--- src/rtl/stopwatch_bcd.sv ---
// stopwatch_bcd: MM:SS.hh elapsed-time counter in BCD, driven by a one-cycle
// tick enable and single-cycle start/stop, clear and lap button pulses.
// Optional lap/freeze display is built only when STOPWATCH_LAP_EN is defined;
// without it the lap input is ignored and lap_active is tied low.
module stopwatch_bcd #(
  parameter int unsigned TICKS_PER_HUND = 1,  // ticks per 0.01 s step, 1..65535
  parameter int unsigned ROLLOVER       = 0   // 1: wrap at 59:59.99, 0: saturate
) (
  input  logic        clk,
  input  logic        rst_n,
  input  logic        tick,
  input  logic        start_stop,
  input  logic        clear,
  input  logic        lap,
  output logic [23:0] bcd,
  output logic        running,
  output logic        ovf,
  output logic        wrap,
  output logic        lap_active
);

  localparam logic [1:0] IDLE   = 2'd0;
  localparam logic [1:0] RUN    = 2'd1;
  localparam logic [1:0] PAUSED = 2'd2;
  localparam logic [1:0] DONE   = 2'd3;

  localparam logic [15:0] PRESC_LAST = 16'(TICKS_PER_HUND - 1);

  logic [1:0]  state_reg, state_next;
  logic [15:0] presc_reg, presc_next;
  logic [23:0] count_reg, count_next;
  logic [23:0] count_inc;
  logic        ovf_reg, ovf_next;
  logic        wrap_reg, wrap_next;
  logic [6:0]  carry;
  logic        at_max;

  // BCD increment: digit order from LSB is hund_ones, hund_tens, sec_ones,
  // sec_tens, min_ones, min_tens; the tens of seconds and minutes stop at 5.
  assign carry[0] = 1'b1;

  generate
    for (genvar gi = 0; gi < 6; gi++) begin : g_digit
      localparam logic [3:0] LIM = (gi == 3 || gi == 5) ? 4'd5 : 4'd9;
      logic [3:0] digit;
      logic       at_lim;
      assign digit  = count_reg[gi*4 +: 4];
      assign at_lim = (digit == LIM);
      assign carry[gi+1] = carry[gi] & at_lim;
      assign count_inc[gi*4 +: 4] = carry[gi] ? (at_lim ? 4'd0 : digit + 4'd1) : digit;
    end
  endgenerate

  // Carry out of the top digit means every digit sits at its limit: 59:59.99.
  assign at_max = carry[6];

  // Next-state logic for the run/pause FSM, prescaler and live count.
  always_comb begin
    state_next = state_reg;
    presc_next = presc_reg;
    count_next = count_reg;
    ovf_next   = ovf_reg;
    wrap_next  = 1'b0;
    if (clear) begin
      state_next = IDLE;
      presc_next = '0;
      count_next = '0;
      ovf_next   = 1'b0;
    end else begin
      case (state_reg)
        IDLE: begin
          if (start_stop) state_next = RUN;
        end
        RUN: begin
          // The tick is accounted first, then start_stop may pause.
          if (tick) begin
            if (presc_reg == PRESC_LAST) begin
              presc_next = '0;
              if (!at_max) begin
                count_next = count_inc;
              end else if (ROLLOVER != 0) begin
                count_next = '0;
                wrap_next  = 1'b1;
              end else begin
                ovf_next   = 1'b1;
                state_next = DONE;
              end
            end else begin
              presc_next = presc_reg + 16'd1;
            end
          end
          // Saturation to DONE takes precedence over a simultaneous pause.
          if (start_stop && state_next == RUN) state_next = PAUSED;
        end
        PAUSED: begin
          // Prescaler is held, not cleared, so partial hundredths survive.
          if (start_stop) state_next = RUN;
        end
        default: begin
          // DONE: only clear leaves this state.
        end
      endcase
    end
  end

  // State, prescaler, count and status flag registers.
  always_ff @(posedge clk or negedge rst_n) begin
    if (!rst_n) begin
      state_reg <= IDLE;
      presc_reg <= '0;
      count_reg <= '0;
      ovf_reg   <= 1'b0;
      wrap_reg  <= 1'b0;
    end else begin
      state_reg <= state_next;
      presc_reg <= presc_next;
      count_reg <= count_next;
      ovf_reg   <= ovf_next;
      wrap_reg  <= wrap_next;
    end
  end

  assign running = (state_reg == RUN);
  assign ovf     = ovf_reg;
  assign wrap    = wrap_reg;

`ifdef STOPWATCH_LAP_EN
  logic        lap_active_reg, lap_active_next;
  logic [23:0] hold_reg, hold_next;

  // Lap toggles a frozen snapshot; the snapshot takes the pre-increment count.
  always_comb begin
    lap_active_next = lap_active_reg;
    hold_next       = hold_reg;
    if (clear) begin
      lap_active_next = 1'b0;
    end else if (lap) begin
      if (lap_active_reg) begin
        lap_active_next = 1'b0;
      end else if (state_reg == RUN || state_reg == PAUSED) begin
        hold_next       = count_reg;
        lap_active_next = 1'b1;
      end
    end
  end

  // Lap hold register and frozen-display flag.
  always_ff @(posedge clk or negedge rst_n) begin
    if (!rst_n) begin
      lap_active_reg <= 1'b0;
      hold_reg       <= '0;
    end else begin
      lap_active_reg <= lap_active_next;
      hold_reg       <= hold_next;
    end
  end

  assign bcd        = lap_active_reg ? hold_reg : count_reg;
  assign lap_active = lap_active_reg;
`else
  // Lap feature not built: the input is accepted but has no effect.
  logic lap_unused;
  assign lap_unused = lap;
  assign bcd        = count_reg;
  assign lap_active = 1'b0;
`endif

endmodule
--- config.mk ---
export PLATFORM = sky130hd
export DESIGN_NAME = stopwatch_bcd
export DESIGN_NICKNAME = d
export VERILOG_FILES = /design/src/rtl/stopwatch_bcd.sv
export SDC_FILE = /design/constraint.sdc
export NUM_CORES = 1
export LEC_CHECK = 0
export BUFFER_PORTS_ARGS = -buffer_cell sky130_fd_sc_hd__buf_2
export CELL_PAD_IN_SITES_DETAIL_PLACEMENT = 1
export CELL_PAD_IN_SITES_GLOBAL_PLACEMENT = 2
export CORE_AREA = 2 2 89 91
export DETAILED_ROUTE_END_ITERATION = 12
export DIE_AREA = 0 0 91 93
export PLACE_DENSITY = 0.78
export SLEW_MARGIN = 25
export SYNTH_ARGS = -nofsm -noshare
export SYNTH_HDL_FRONTEND = slang
export SYNTH_SLANG_ARGS = --single-unit
--- constraint.sdc ---
create_clock -name clk -period 2.44 [get_ports clk]
set_clock_uncertainty 0.2 [all_clocks]
set_input_delay 0.244 -clock clk [delete_from_list [all_inputs] [get_ports clk]]
set_output_delay 0.244 -clock clk [all_outputs]
set_load 0.01 [all_outputs]
==> key figures <==
Yosys
  – Compound-Gate Fraction of Synth Area: 12.8%
  – Async set or reset register ratio after synthesis: between 90% and 100%
  – Register bit total from synthesis: 43
  – Most instantiated cells after synthesis: dfrtp_1 (43), nor2_1 (33), nand2_1 (17)
  – Number of synthesis warnings: 0
  – Cell area after synthesis: between 2000 and 3000 um2
  – Yosys top cell by area: dfrtp_1
  – Primary FF master, synth: dfrtp_1
  – Post-synthesis sequential area ratio: around two fifths
  – Post-synthesis mux area share: under 10%
  – Main combinational cell family by area after synthesis: simple AND/OR/NAND/NOR gates
  – Synthesized instance count: 269
  – Share of Yosys cell area claimed by the top area cell type: roughly two fifths
  – Distinct cell type count after synthesis: between 50 and 60
  – Top-count cell post-synth: dfrtp_1
  – Synth top area cells: dfrtp_1 (41%), ha_1 (6.7%), nor2_1 (4.8%), mux2_2 (3.9%), nand3_1 (2.7%)
  – Average size of a mapped cell: 9.69 um2
  – Post-Synth Adder-Cell Area: 6.72%
  – Simple-gate share of the synthesized area: a little over a quarter
  – Post-synth EDFFs: 0
  – Synth Area in XOR/XNOR: 4.03%

Critical path
  – RR Startpoint: presc_reg[0]
  – FF-to-FF path depth: 8
  – Peak fanout along the critical path: 7
  – Register-to-register setup slack: around 0.10 ns
  – Startpoint Class: flip-flop
  – Arr. time, crit path: 2.37 ns
  – Crit path cell chain: inv_1 -> ha_1 -> nor3b_4 -> a41oi_4 -> or2_4 -> buf_4 -> or3_1 -> a21oi_1
  – Max incr delay on CP: 0.43 ns
  – Setup CP Type: flip-flop to flip-flop
  – CP required: 2.47 ns
  – CP endpoint kind: flip-flop
  – Slowest cell on crit path: dfrtp_1
  – Reg2reg end: bcd[21]

STA
  – Crit share post-route: 95.9%
  – Fin. max-slew vios: 0
  – Least-Margin Pin Slew: about 0.57 ns
  – Fin Setup TNS: 0 ns
  – Fin crit period: approximately 2.3 ns
  – Upper clock frequency limit: between 400 and 500 MHz
  – # setup viols final: 0
  – RSZ-0062 raised after global routing: false
  – Count of final hold-check violations: 0
  – Slew margin rel.: between 60% and 70%

Floorplan
  – Core Region: about 7500 um2
  – Core Rows: 32
  – Die X: approximately 91 um
  – Die ar.: ~8500 um2
  – Die Height: around 93 um
  – Boundary pin count: 34
  – Initial Utilization: between 30% and 40%

Route
  – Wire per inst: 14.9 um
  – Initial DRC Count: 56
  – DR vias: 2189
  – Average vias per placed instance: a little over 5
  – Final wirelength: approximately 6300 um
  – Final ANT Viol Nets: 0
  – DRC Markers: 0
  – DRT Pass-1 Iters: 4

Power
  – Switching share of power: between 30 and 40%
  – Internal power: 1.40 mW
  – Fraction of power consumed by sequential logic: between 40% and 50%
  – Peak supply drop: about 0.34 mV
  – Leak: between 1 and 1.5 nW
  – Power share of the clock group: 23.8%
  – PwrDens: slightly below 700 nW/um2
  – Total Power: 2.14 mW
  – Power share of the combinational group: 32.0%
  – P_sw: 0.742 mW

Job
  – Max cap viols: 0

Global routing
  – Largest net degree at the start of global routing: between 40 and 50
  – First-pass GRT wire length: ~11000 um
  – Vias in the first global route: 2273
  – All-Layer GR Usage: about 16%
  – Grt total ovfl: 0
  – Initial antenna violation count: 0

Layout
  – Synth-to-layout area growth: 20.8%
  – Multi-input logic area: roughly 1500 um2
  – Post-Layout Inst Area: 3150 um2
  – ANT cells: 0
  – Fillers: 900
  – Share of cells above drive strength 1: between 20% and 30%
  – Layout Nets: 340
  – Sequential cell area: 1080 um2
  – Largest register FFs: 24

Place
  – Port Buffers: 30
  – Placed instance area: just under 3000 um2
  – Final GP Congestion: roughly 0.76
  – Final HPWL DP: ~4500 um

Clocking
  – Max clock buf depth: 2
  – Clock sinks: 43
  – Clk_lat worst skew: 0.30 ns
  – CTS tree: yes
  – Total CTS buffers: 5
  – CTS clk-pin slew, worst paths: 0.09 ns
  – Clk root buf: clkbuf_8
  – CTS H-tree lvls: 2

Min path
  – Hold/Removal Path Class: input port to flip-flop
  – Min-Delay Endpoint: state_reg[1]
  – Worst hold path depth: 5
  – HP Start: tick

Run status
  – Run status: complete, no violations
[power by group through the flow]
| stage | sequential [mW] | clock [mW] | combinational, mW |
|---|---|---|---|
| 2_1_floorplan | 1.00 | 0 | 0.354 |
| 3_3_place_gp | 0.957 | 0 | 0.669 |
| 3_5_place_dp | 0.961 | 0 | 0.687 |
| 4_1_cts | 0.949 | 0.531 | 0.691 |
| 5_1_grt | 0.972 | 0.564 | 0.783 |
| 6_report | 0.947 | 0.511 | 0.686 |
[layout make-up]
cell class | instances | area share (%)
Timing Repair Buffer | 52 | 10.2
Tap cell | 102 | 4.05
Clock buffer | 8 | 3.18
Multi-Input combinational cell | 205 | 46.9
Inverter | 13 | 1.55
Sequential cell | 43 | 34.2
[through the flow]
step                std cells  setup WS (ns)  hold WS, ns  util, %
floorplan                 270          0.192       -0.252        -
global placement          411         0.0710        0.171     39.5
detailed placement        411         0.0613        0.176     39.5
CTS                       421         0.0290        0.106     41.1
global route              423       0.000820        0.131     41.9
finish                    423          0.100        0.103     41.9
[cell usage in the layout (no fill, tap or decap), types with 6 or more instances in the layout]
| cell | n |
|---|---|
| mux2_2 | 9 |
| ha_1 | 14 |
| o21ai_0 | 11 |
| buf_2 | 30 |
| buf_4 | 20 |
| clkbuf_8 | 7 |
| inv_1 | 13 |
| nor2_1 | 33 |
| nand3b_1 | 6 |
| a21oi_1 | 10 |
| nand3_1 | 14 |
| nand2_1 | 17 |
| and3b_1 | 6 |
| xnor2_1 | 7 |
| dfrtp_1 | 43 |
[cell families after synthesis]
family	count (synthesis)
AO/OA/AOI/OAI	47
XOR/XNOR	12
adder cells (fa/ha/maj)	14
buffers and inverters	22
flip-flops	43
multiplexers	10
other	1
AND/OR/NAND/NOR	120
[layer usage]
| metal | part of all wire (%) | vias to the layer above | global-route usage [%] | wire [um] |
|---|---|---|---|---|
| met2 | 49 | 35 | 27.2 | 3070 |
| met3 | 2.9 | 6 | 3.22 | 185 |
| met1 | 47 | 1082 | 20.4 | 2990 |
| li1 | - | 1066 | - | - |
| met5 | 0 | - | 0 | 0 |
| met4 | 0.97 | 0 | 3.79 | 61 |
[worst max-delay path: cells and delay by family, from the launching register on]
family	cells	cell delay [ns]
buf+inv	2	0.25
compound gates	2	0.33
simple gates	3	0.91
flops	1	0.43
fa+ha+maj	1	0.15
[worst max path at each step]
stage                     endpoint          from  slack, ns
after global routing       bcd[21]  presc_reg[0]     0.0008
final                      bcd[21]  presc_reg[0]       0.10
after floorplan            bcd[12]        bcd[9]       0.19
after CTS                  bcd[23]  presc_reg[0]       0.03
after detailed placement   bcd[23]  presc_reg[0]       0.06
after global placement     bcd[17]  presc_reg[0]       0.07
[what timing repair did]
action	CTS	global route
endpoints found under the hold margin	44	0
endpoints found under the setup margin	0	11
buffers inserted	0	2
hold buffers	2	0
resized for setup	0	8
Power figures use the tool's default switching activity.
